==> config.mk <==
export PLATFORM = sky130hd
export DESIGN_NAME = rf_multiport
export DESIGN_NICKNAME = d
export VERILOG_FILES = /design/src/rtl/rf_pkg.sv /design/src/rtl/rf_bypass_mux.sv /design/src/rtl/rf_multiport.sv
export SDC_FILE = /design/constraint.sdc
export NUM_CORES = 2
export LEC_CHECK = 0
export ABC_AREA = 1
export BUFFER_PORTS_ARGS = -buffer_cell sky130_fd_sc_hd__buf_4
export CAP_MARGIN = 20
export CELL_PAD_IN_SITES_DETAIL_PLACEMENT = 1
export CELL_PAD_IN_SITES_GLOBAL_PLACEMENT = 1
export CORE_ASPECT_RATIO = 0.5
export CORE_MARGIN = 1
export CORE_UTILIZATION = 47
export CTS_CLUSTER_SIZE = 12
export DETAILED_ROUTE_END_ITERATION = 10
export PLACE_DENSITY = 0.91
export SYNTH_ARGS = -nofsm -noshare
export SYNTH_HDL_FRONTEND = slang
export SYNTH_SLANG_ARGS = --single-unit
==> constraint.sdc <==
create_clock -name clk -period 2.25 [get_ports clk]
set_input_delay 0.45 -clock clk [delete_from_list [all_inputs] [get_ports clk]]
set_output_delay 0.45 -clock clk [all_outputs]
set_load 0.005 [all_outputs]
==> src/rtl/rf_pkg.sv <==
// Shared register-file constants, address-width helper and write-port record.
// Latency: n/a (declarations only).
// Backpressure: n/a.
package rf_pkg;

  // Default machine shape shared with decode and writeback.
  localparam int RF_XLEN  = 32;
  localparam int RF_NREGS = 32;

  // Address width for a register count; never narrower than one bit.
  function automatic int rf_aw(input int nregs);
    return (nregs > 1) ? $clog2(nregs) : 1;
  endfunction

  localparam int RF_AW = rf_aw(RF_NREGS);

  // One writeback port as seen by the register file in the default shape.
  typedef struct packed {
    logic [RF_AW-1:0]   addr;
    logic [RF_XLEN-1:0] data;
    logic               en;
  } rf_wr_port_t;

endpackage

==> src/rtl/rf_bypass_mux.sv <==
// Write-to-read forwarding for one read port; highest enabled write port wins.
// Latency: combinational, 0 cycles.
// Backpressure: none; always accepts, always produces.
// Ports: rd_addr / stored_data / stored_busy (current array contents at rd_addr),
//        wr_addr / wr_din / we (all write ports, flattened), fwd_data / fwd_busy (result).
module rf_bypass_mux
  import rf_pkg::*;
#(
  parameter int XLEN = RF_XLEN,
  parameter int AW   = RF_AW,
  parameter int NWR  = 1
) (
  input  logic [AW-1:0]       rd_addr,
  input  logic [XLEN-1:0]     stored_data,
  input  logic                stored_busy,
  input  logic [NWR*AW-1:0]   wr_addr,
  input  logic [NWR*XLEN-1:0] wr_din,
  input  logic [NWR-1:0]      we,
  output logic [XLEN-1:0]     fwd_data,
  output logic                fwd_busy
);

  // Ascending scan so a later (higher-index) match overrides an earlier one.
  always_comb begin
    fwd_data = stored_data;
    fwd_busy = stored_busy;
    for (int j = 0; j < NWR; j++) begin
      if (we[j] && (wr_addr[j*AW +: AW] == rd_addr)) begin
        fwd_data = wr_din[j*XLEN +: XLEN];
        fwd_busy = 1'b0;
      end
    end
  end

endmodule

==> src/rtl/rf_multiport.sv <==
// Multi-port integer register file with per-register busy scoreboard.
// Latency: reads combinational (0 cycles); writes and busy set/clear take effect at the next clk edge.
// Backpressure: none; every enabled write and scoreboard set is accepted each cycle.
// Ports: clk, rst (async active-low); rd_addr -> rd_dout / rd_busy per read port;
//        wr_addr / wr_din / we per write port; sb_set / sb_addr claim a register as busy.
module rf_multiport
  import rf_pkg::*;
#(
  parameter int XLEN     = RF_XLEN,
  parameter int NREGS    = RF_NREGS,
  parameter int NRD      = 2,
  parameter int NWR      = 1,
  parameter bit ZERO_REG = 1'b1,
  parameter bit BYPASS   = 1'b1,
  localparam int AW      = rf_aw(NREGS)
) (
  input  logic                clk,
  input  logic                rst,
  input  logic [NRD*AW-1:0]   rd_addr,
  output logic [NRD*XLEN-1:0] rd_dout,
  output logic [NRD-1:0]      rd_busy,
  input  logic [NWR*AW-1:0]   wr_addr,
  input  logic [NWR*XLEN-1:0] wr_din,
  input  logic [NWR-1:0]      we,
  input  logic                sb_set,
  input  logic [AW-1:0]       sb_addr
);

  // Flip-flop storage: async reset and several write ports rule out a RAM macro.
  logic [XLEN-1:0]  regs [NREGS];
  logic [NREGS-1:0] busy;

  // Writes are applied in ascending port order so the highest port wins on
  // conflicts; the scoreboard set comes last so a new producer beats a clear.
  always_ff @(posedge clk or negedge rst) begin
    if (!rst) begin
      for (int i = 0; i < NREGS; i++) begin
        regs[i] <= '0;
      end
      busy <= '0;
    end else begin
      for (int j = 0; j < NWR; j++) begin
        if (we[j] && !(ZERO_REG && (wr_addr[j*AW +: AW] == '0))) begin
          regs[wr_addr[j*AW +: AW]] <= wr_din[j*XLEN +: XLEN];
          busy[wr_addr[j*AW +: AW]] <= 1'b0;
        end
      end
      if (sb_set && !(ZERO_REG && (sb_addr == '0))) begin
        busy[sb_addr] <= 1'b1;
      end
    end
  end

  // Forwarding is suppressed while reset is held so reads show the cleared
  // state even if writeback is still driving a write.
  logic [NWR-1:0] we_fwd;
  assign we_fwd = rst ? we : '0;

  for (genvar k = 0; k < NRD; k++) begin : g_rd
    logic [AW-1:0]   addr;
    logic [XLEN-1:0] stored_data;
    logic [XLEN-1:0] fwd_data;
    logic            stored_busy;
    logic            fwd_busy;
    logic            zero_hit;

    assign addr        = rd_addr[k*AW +: AW];
    assign stored_data = regs[addr];
    assign stored_busy = busy[addr];
    // x0 is forced after forwarding so a write to x0 can never leak through.
    assign zero_hit    = ZERO_REG && (addr == '0);

    if (BYPASS) begin : g_byp
      rf_bypass_mux #(
        .XLEN (XLEN),
        .AW   (AW),
        .NWR  (NWR)
      ) u_bypass_mux (
        .rd_addr     (addr),
        .stored_data (stored_data),
        .stored_busy (stored_busy),
        .wr_addr     (wr_addr),
        .wr_din      (wr_din),
        .we          (we_fwd),
        .fwd_data    (fwd_data),
        .fwd_busy    (fwd_busy)
      );
    end else begin : g_nobyp
      assign fwd_data = stored_data;
      assign fwd_busy = stored_busy;
    end

    assign rd_dout[k*XLEN +: XLEN] = zero_hit ? '0 : fwd_data;
    assign rd_busy[k]              = zero_hit ? 1'b0 : fwd_busy;
  end

endmodule
==> metrics.md, run 1 <==
| Metric | Value |
|---|---|
| Outcome | aborted with a tool error |
| Last stage reached | 5_1_grt |
| Err | [ERROR GRT-0232] Routing congestion too high. Check the congestion heatmap in the GUI. |
| Synth warn | 0 |
| Initial antenna violation count | about 100 |
| Simple-Gate Fraction of Synth Area | 0.282 |
| Hold_buf cts | 0 |
| Grt ovf | 40 |
| Row count | 92 |
| Async SR Flop Fraction | 1.00 |
| CTS H-Tree Depth | 3 |
| Count of buffers from port buffering | about 120 |
| Syn nets | slightly below 9000 |
| CTS root buffer | clkbuf_16 |
| Post-DP HPWL | about 180000 µm |
| GR repair worst EP | rd_dout[29] |
| WEP type | top-level output |
| Largest net degree at the start of global routing | 167 |
| Die X | around 510 µm |
| Number of synthesized flops with an enable pin | 0 |
| Inserted Clock Buffers | a little over 100 |
| All-Layer GR Usage | 0.807 |
| Ys flop type | dfrtp_1 |
| Area share of the largest cell type after synthesis | 0.435 |
| Post-Synthesis Cells | about 8700 |
| Clk buf depth | 3 |
| Initial Utilization | 0.478 |
| Avg Cell Area, Syn | between 7 and 8 µm² |
| I/O pin count | between 100 and 150 |
| Die Span Y | 256 µm |
| Dominant cells by area after synthesis | dfrtp_1 (43%), nand2_1 (17%), o21ai_0 (8.5%) |
| Synth Area in Compound Gates | 0.177 |
| Inst Count DP | roughly 10000 |
| Yosys top cell by area | dfrtp_1 |
| Xor/xnor share of the synthesized area | 0.000576 |
| Clock Sinks | 1056 |
| Multiplexer share of the synthesized area | 0 |
| Routability cong. | around 1 |
| Adder-Cell Fraction of Synth Area | 0 |
| Netlist cell types | 33 |
| Synth Cell Area | 0.0608 mm² |
| Seq/Total Area, Yosys | 0.435 |
| Largest family of logic cells by synthesized area | simple AND/OR/NAND/NOR gates |
| #FFs+latches synth | approximately 1100 |
-- cells in the mapped netlist, types with 5 or more instances --
cell type     n
a21oi_1     432
nand2_1    2735
inv_1       687
nor3_2        5
dfrtp_1    1056
o21ai_2      11
o21ai_1     139
o21ai_0    1033
o22ai_1      12
inv_2        29
nand3_1     969
buf_2       305
buf_6        31
nor2_2        7
nor2_1      392
buf_4        39
nor2_4       10
nor2_8        7
buf_1        45
or2_2        21
a21oi_2      24
o211ai_1    314
clkbuf_1    350
-- stage by stage --
step           worst slack (ns)  instance area (µm²)   util  hold WS, ns  setup TNS (ns)
2_1_floorplan             0.165                60800      -        0.154               0
3_3_place_gp             -0.414                67400  0.530        0.366          -18.13
3_5_place_dp             -0.485                67400  0.530        0.368          -21.39
4_1_cts                  -0.446                73700  0.579       0.0110          -18.60
-- timing repair --
item | CTS
gates resized for setup | 680
gates cloned | 21
setup endpoints to repair | 66
buffers inserted | 93
pin swaps | 371
-- metal layers --
| layer | overflow | GRT usage |
|---|---|---|
| met2 | 10 | 0.887 |
| met1 | 0 | 0.800 |
| met3 | 12 | 0.767 |
| met4 | 18 | 0.757 |
| met5 | 0 | 0.624 |
-- kinds of logic after synthesis --
| kind of cell | after synthesis |
|---|---|
| buf+inv | 1493 |
| compound gates | 1969 |
| simple gates | 4159 |
| xor+xnor | 4 |
| flops | 1056 |
==> run 2, diff against run 1 <==
Settings changed: CELL_PAD_IN_SITES_DETAIL_PLACEMENT 1 to default, CELL_PAD_IN_SITES_GLOBAL_PLACEMENT 1 to default, CORE_ASPECT_RATIO 0.5 to default, CORE_UTILIZATION 47 to 35, CTS_CLUSTER_SIZE 12 to default, PLACE_DENSITY 0.91 to default, PLACE_DENSITY_LB_ADDON from default to 0.15.
==> run 2 against run 1 <==
  * The flow now finishes, with violations (negative setup slack)
  * Synthesized area unchanged
  * Synthesized cell count unchanged
==> metrics.md, run 2 <==
| Metric | Value |
|---|---|
| Outcome | complete, but fails checks |
| Failing checks | negative setup slack |
| Most instantiated library cell after synthesis | nand2_1 |
| Remaining DRCs | 0 |
| Clk_skew | 0 ns |
| Max reg flops | approximately 1000 |
| WP data arrival | 2.22 ns |
| Max Cap Viol | 0 |
| Yosys top cell by area | dfrtp_1 |
| All-Layer GR Usage | 0.309 |
| First-pass DRT Iterations | 6 |
| Post-DP HPWL | around 170000 µm |
| Seq/Total Area, Yosys | 0.435 |
| Number of synthesized flops with an enable pin | 0 |
| Final worst-path cycle share | 1.19 |
| DRT antenna net count | 0 |
| Peak VDD IR | about 780 µV |
| Final WS setup | -0.422 ns |
| Clock Sinks | 1056 |
| Initial Utilization | 0.353 |
| Ys flop type | dfrtp_1 |
| Count of buffers from port buffering | about 120 |
| Synth Cell Area | about 0.061 mm² |
| Clk buf depth | 3 |
| Startpoint class of the critical path | flop |
| Regs by FF count | regs (1024), busy (32) |
| Die Span Y | around 420 µm |
| Largest net degree at the start of global routing | approximately 150 |
| Final Instance Area | around 0.077 mm² |
| Final setup viols | between 60 and 70 |
| Placed instance area | 0.0684 mm² |
| CTS tree | built |
| Inst Count DP | roughly 11000 |
| Critical Path Sink Type | primary output |
| Max FO, Critical Path | 2 |
| Clock transition at path regs | roughly 0.060 ns |
| CTS H-Tree Depth | 4 |
| Netlist cell types | 33 |
| Pleak | ~35 nW |
| Grt ovf | 0 |
| I/O pin count | approximately 120 |
| Max Transition Viols Final | 0 |
| Most frequent cells in the layout | nand2_1 (2582), dfrtp_1 (1056), o21ai_0 (968) |
| First-pass GRT wire length | roughly 400000 µm |
| Vias/cell | around 5.5 |
| Hold Vio Cnt, Final | 0 |
| Row count | 152 |
| Hold Crit Class | in -> reg |
| Utilization after layout | 0.446 |
| Via count | roughly 62000 |
| Initial antenna violation count | 4 |
| Share of layout cells above drive strength 1 | 0.207 |
| Layout area overhead | 26.4% |
| Non-filler cells, final | around 11000 |
| Inserted Clock Buffers | about 130 |
| Nets | 8978 |
| Syn nets | between 8000 and 9000 |
| Async SR Flop Fraction | 1.00 |
| #FFs+latches synth | roughly 1100 |
| Final min period | ~2.7 ns |
| Commonest cells post-synth | nand2_1 (2735), dfrtp_1 (1056), o21ai_0 (1033) |
| CTS root buffer | clkbuf_16 |
| Synth warn | 0 |
| Die Outline Area | about 0.18 mm² |
| Post-Synthesis Cells | 8681 |
| DR iter-0 viols | roughly 7100 |
| Worst slew pin tran | 0.972 ns |
| Vias in the first global route | 58754 |
| Routed wire length | between 200000 and 300000 µm |
| Fill count | 17274 |
| Commonest non-fill, non-tap cell in the layout | nand2_1 |
| RSZ-0062 raised after global routing | yes |
| Clock Latency Late Sink | 0.77 ns |
| Slew headroom | 0.352 |
| Most flop-heavy register | regs |
| Routability cong. | 0.912 |
| CORE AREA | around 0.17 mm² |
| Die X | ~420 µm |
| Crit Path Category | reg -> out |
| Avg Cell Area, Syn | 7.01 µm² |
| Dominant cells by area after synthesis | dfrtp_1 (43%), nand2_1 (17%), o21ai_0 (8.5%) |
| Required @ worst endpoint | between 1.5 and 2 ns |
| Fmax | around 370 MHz |
| Avg WL per Cell | ~24 µm |
| Pwr Density | 814 mW/mm² |
| Area share of the largest cell type after synthesis | 0.435 |
[run 2: cell counts after synthesis]
No cell type changed its count.
[run 2: cells by family after synthesis]
logic type	share of synthesized area
AO/OA/AOI/OAI	0.177
XOR/XNOR	0.000576
buffers and inverters	0.105
AND/OR/NAND/NOR	0.282
flip-flops	0.435
[run 2: final timing paths]
check                                        from                      to  slack, ns  depth (start not counted)
hold reg to reg            regs[1018]$_DFFE_PN0P_  regs[1018]$_DFFE_PN0P_       0.38                          0
max in group asynchronous                     rst    regs[20]$_DFFE_PN0P_       0.34                          5
setup reg to reg            regs[110]$_DFFE_PN0P_   regs[110]$_DFFE_PN0P_       1.38                          4
setup / recovery             regs[47]$_DFFE_PN0P_             rd_dout[15]      -0.42                         10
hold / removal                          wr_din[7]     regs[7]$_DFFE_PN0P_       0.05                          3
min in group asynchronous                     rst   regs[185]$_DFFE_PN0P_       0.42                          4
[run 2: critical path, stage by stage, from the launching register on]
cell and delay (ns):
dfrtp_1 0.39, buf_6 0.12, o211ai_1 0.17, nand3_1 0.12
nand2_2 0.09, nand2_2 0.07, nand2_2 0.11, nand3_4 0.11
nand2_4 0.10, inv_2 0.04, buf_6 0.10
[run 2: through the flow]
stage	hold WS [ns]	TNS, ns	worst slack [ns]	total power [mW]
after global placement	0.366	-25.61	-0.625	38.7
after floorplan	0.154	0	0.165	33.6
after detailed placement	0.368	-26.13	-0.611	39.1
final	0.0539	-19.08	-0.422	62.5
after global routing	0.0421	-24.98	-0.528	65.7
after CTS	0.00146	-21.87	-0.474	62.1
[run 2: what timing repair did]
action	4_1_cts	5_1_grt
pin swaps	345	311
setup endpoints to repair	66	66
hold buffers	13	0
hold endpoints to repair	140	0
gates resized for setup	573	342
cloned	20	2
setup buffers	72	42
[run 2: cell type report]
type,instances,area (µm²),area share
multi-input combinational,6132,30200,0.393
sequential,1056,26400,0.344
timing repair buffer,877,10200,0.132
clock buffer,195,3830,0.0499
tap,2310,2890,0.0376
inverter,723,2800,0.0365
clock inverter,40,480,0.00625
antenna,4,10.0,0.000130
timing repair inverter,1,8.76,0.000114
[run 2: report_power, final]
part	internal, mW	leakage [nW]	switching (mW)
registers	23.0	12.8	2.33
logic	6.06	20.5	9.35
clock network	12.7	2.12	9.01
total	41.8	35.4	20.7
[run 2: metal layers]
| metal | track usage | vias to the layer above | wire length (µm) |
|---|---|---|---|
| met5 | 0 | - | 0 |
| met4 | 0.141 | 0 | 14100 |
| met3 | 0.0449 | 618 | 20900 |
| met2 | 0.492 | 2919 | 125000 |
| met1 | 0.414 | 30231 | 115000 |
| li1 | - | 28665 | - |
Power figures use the tool's default switching activity.
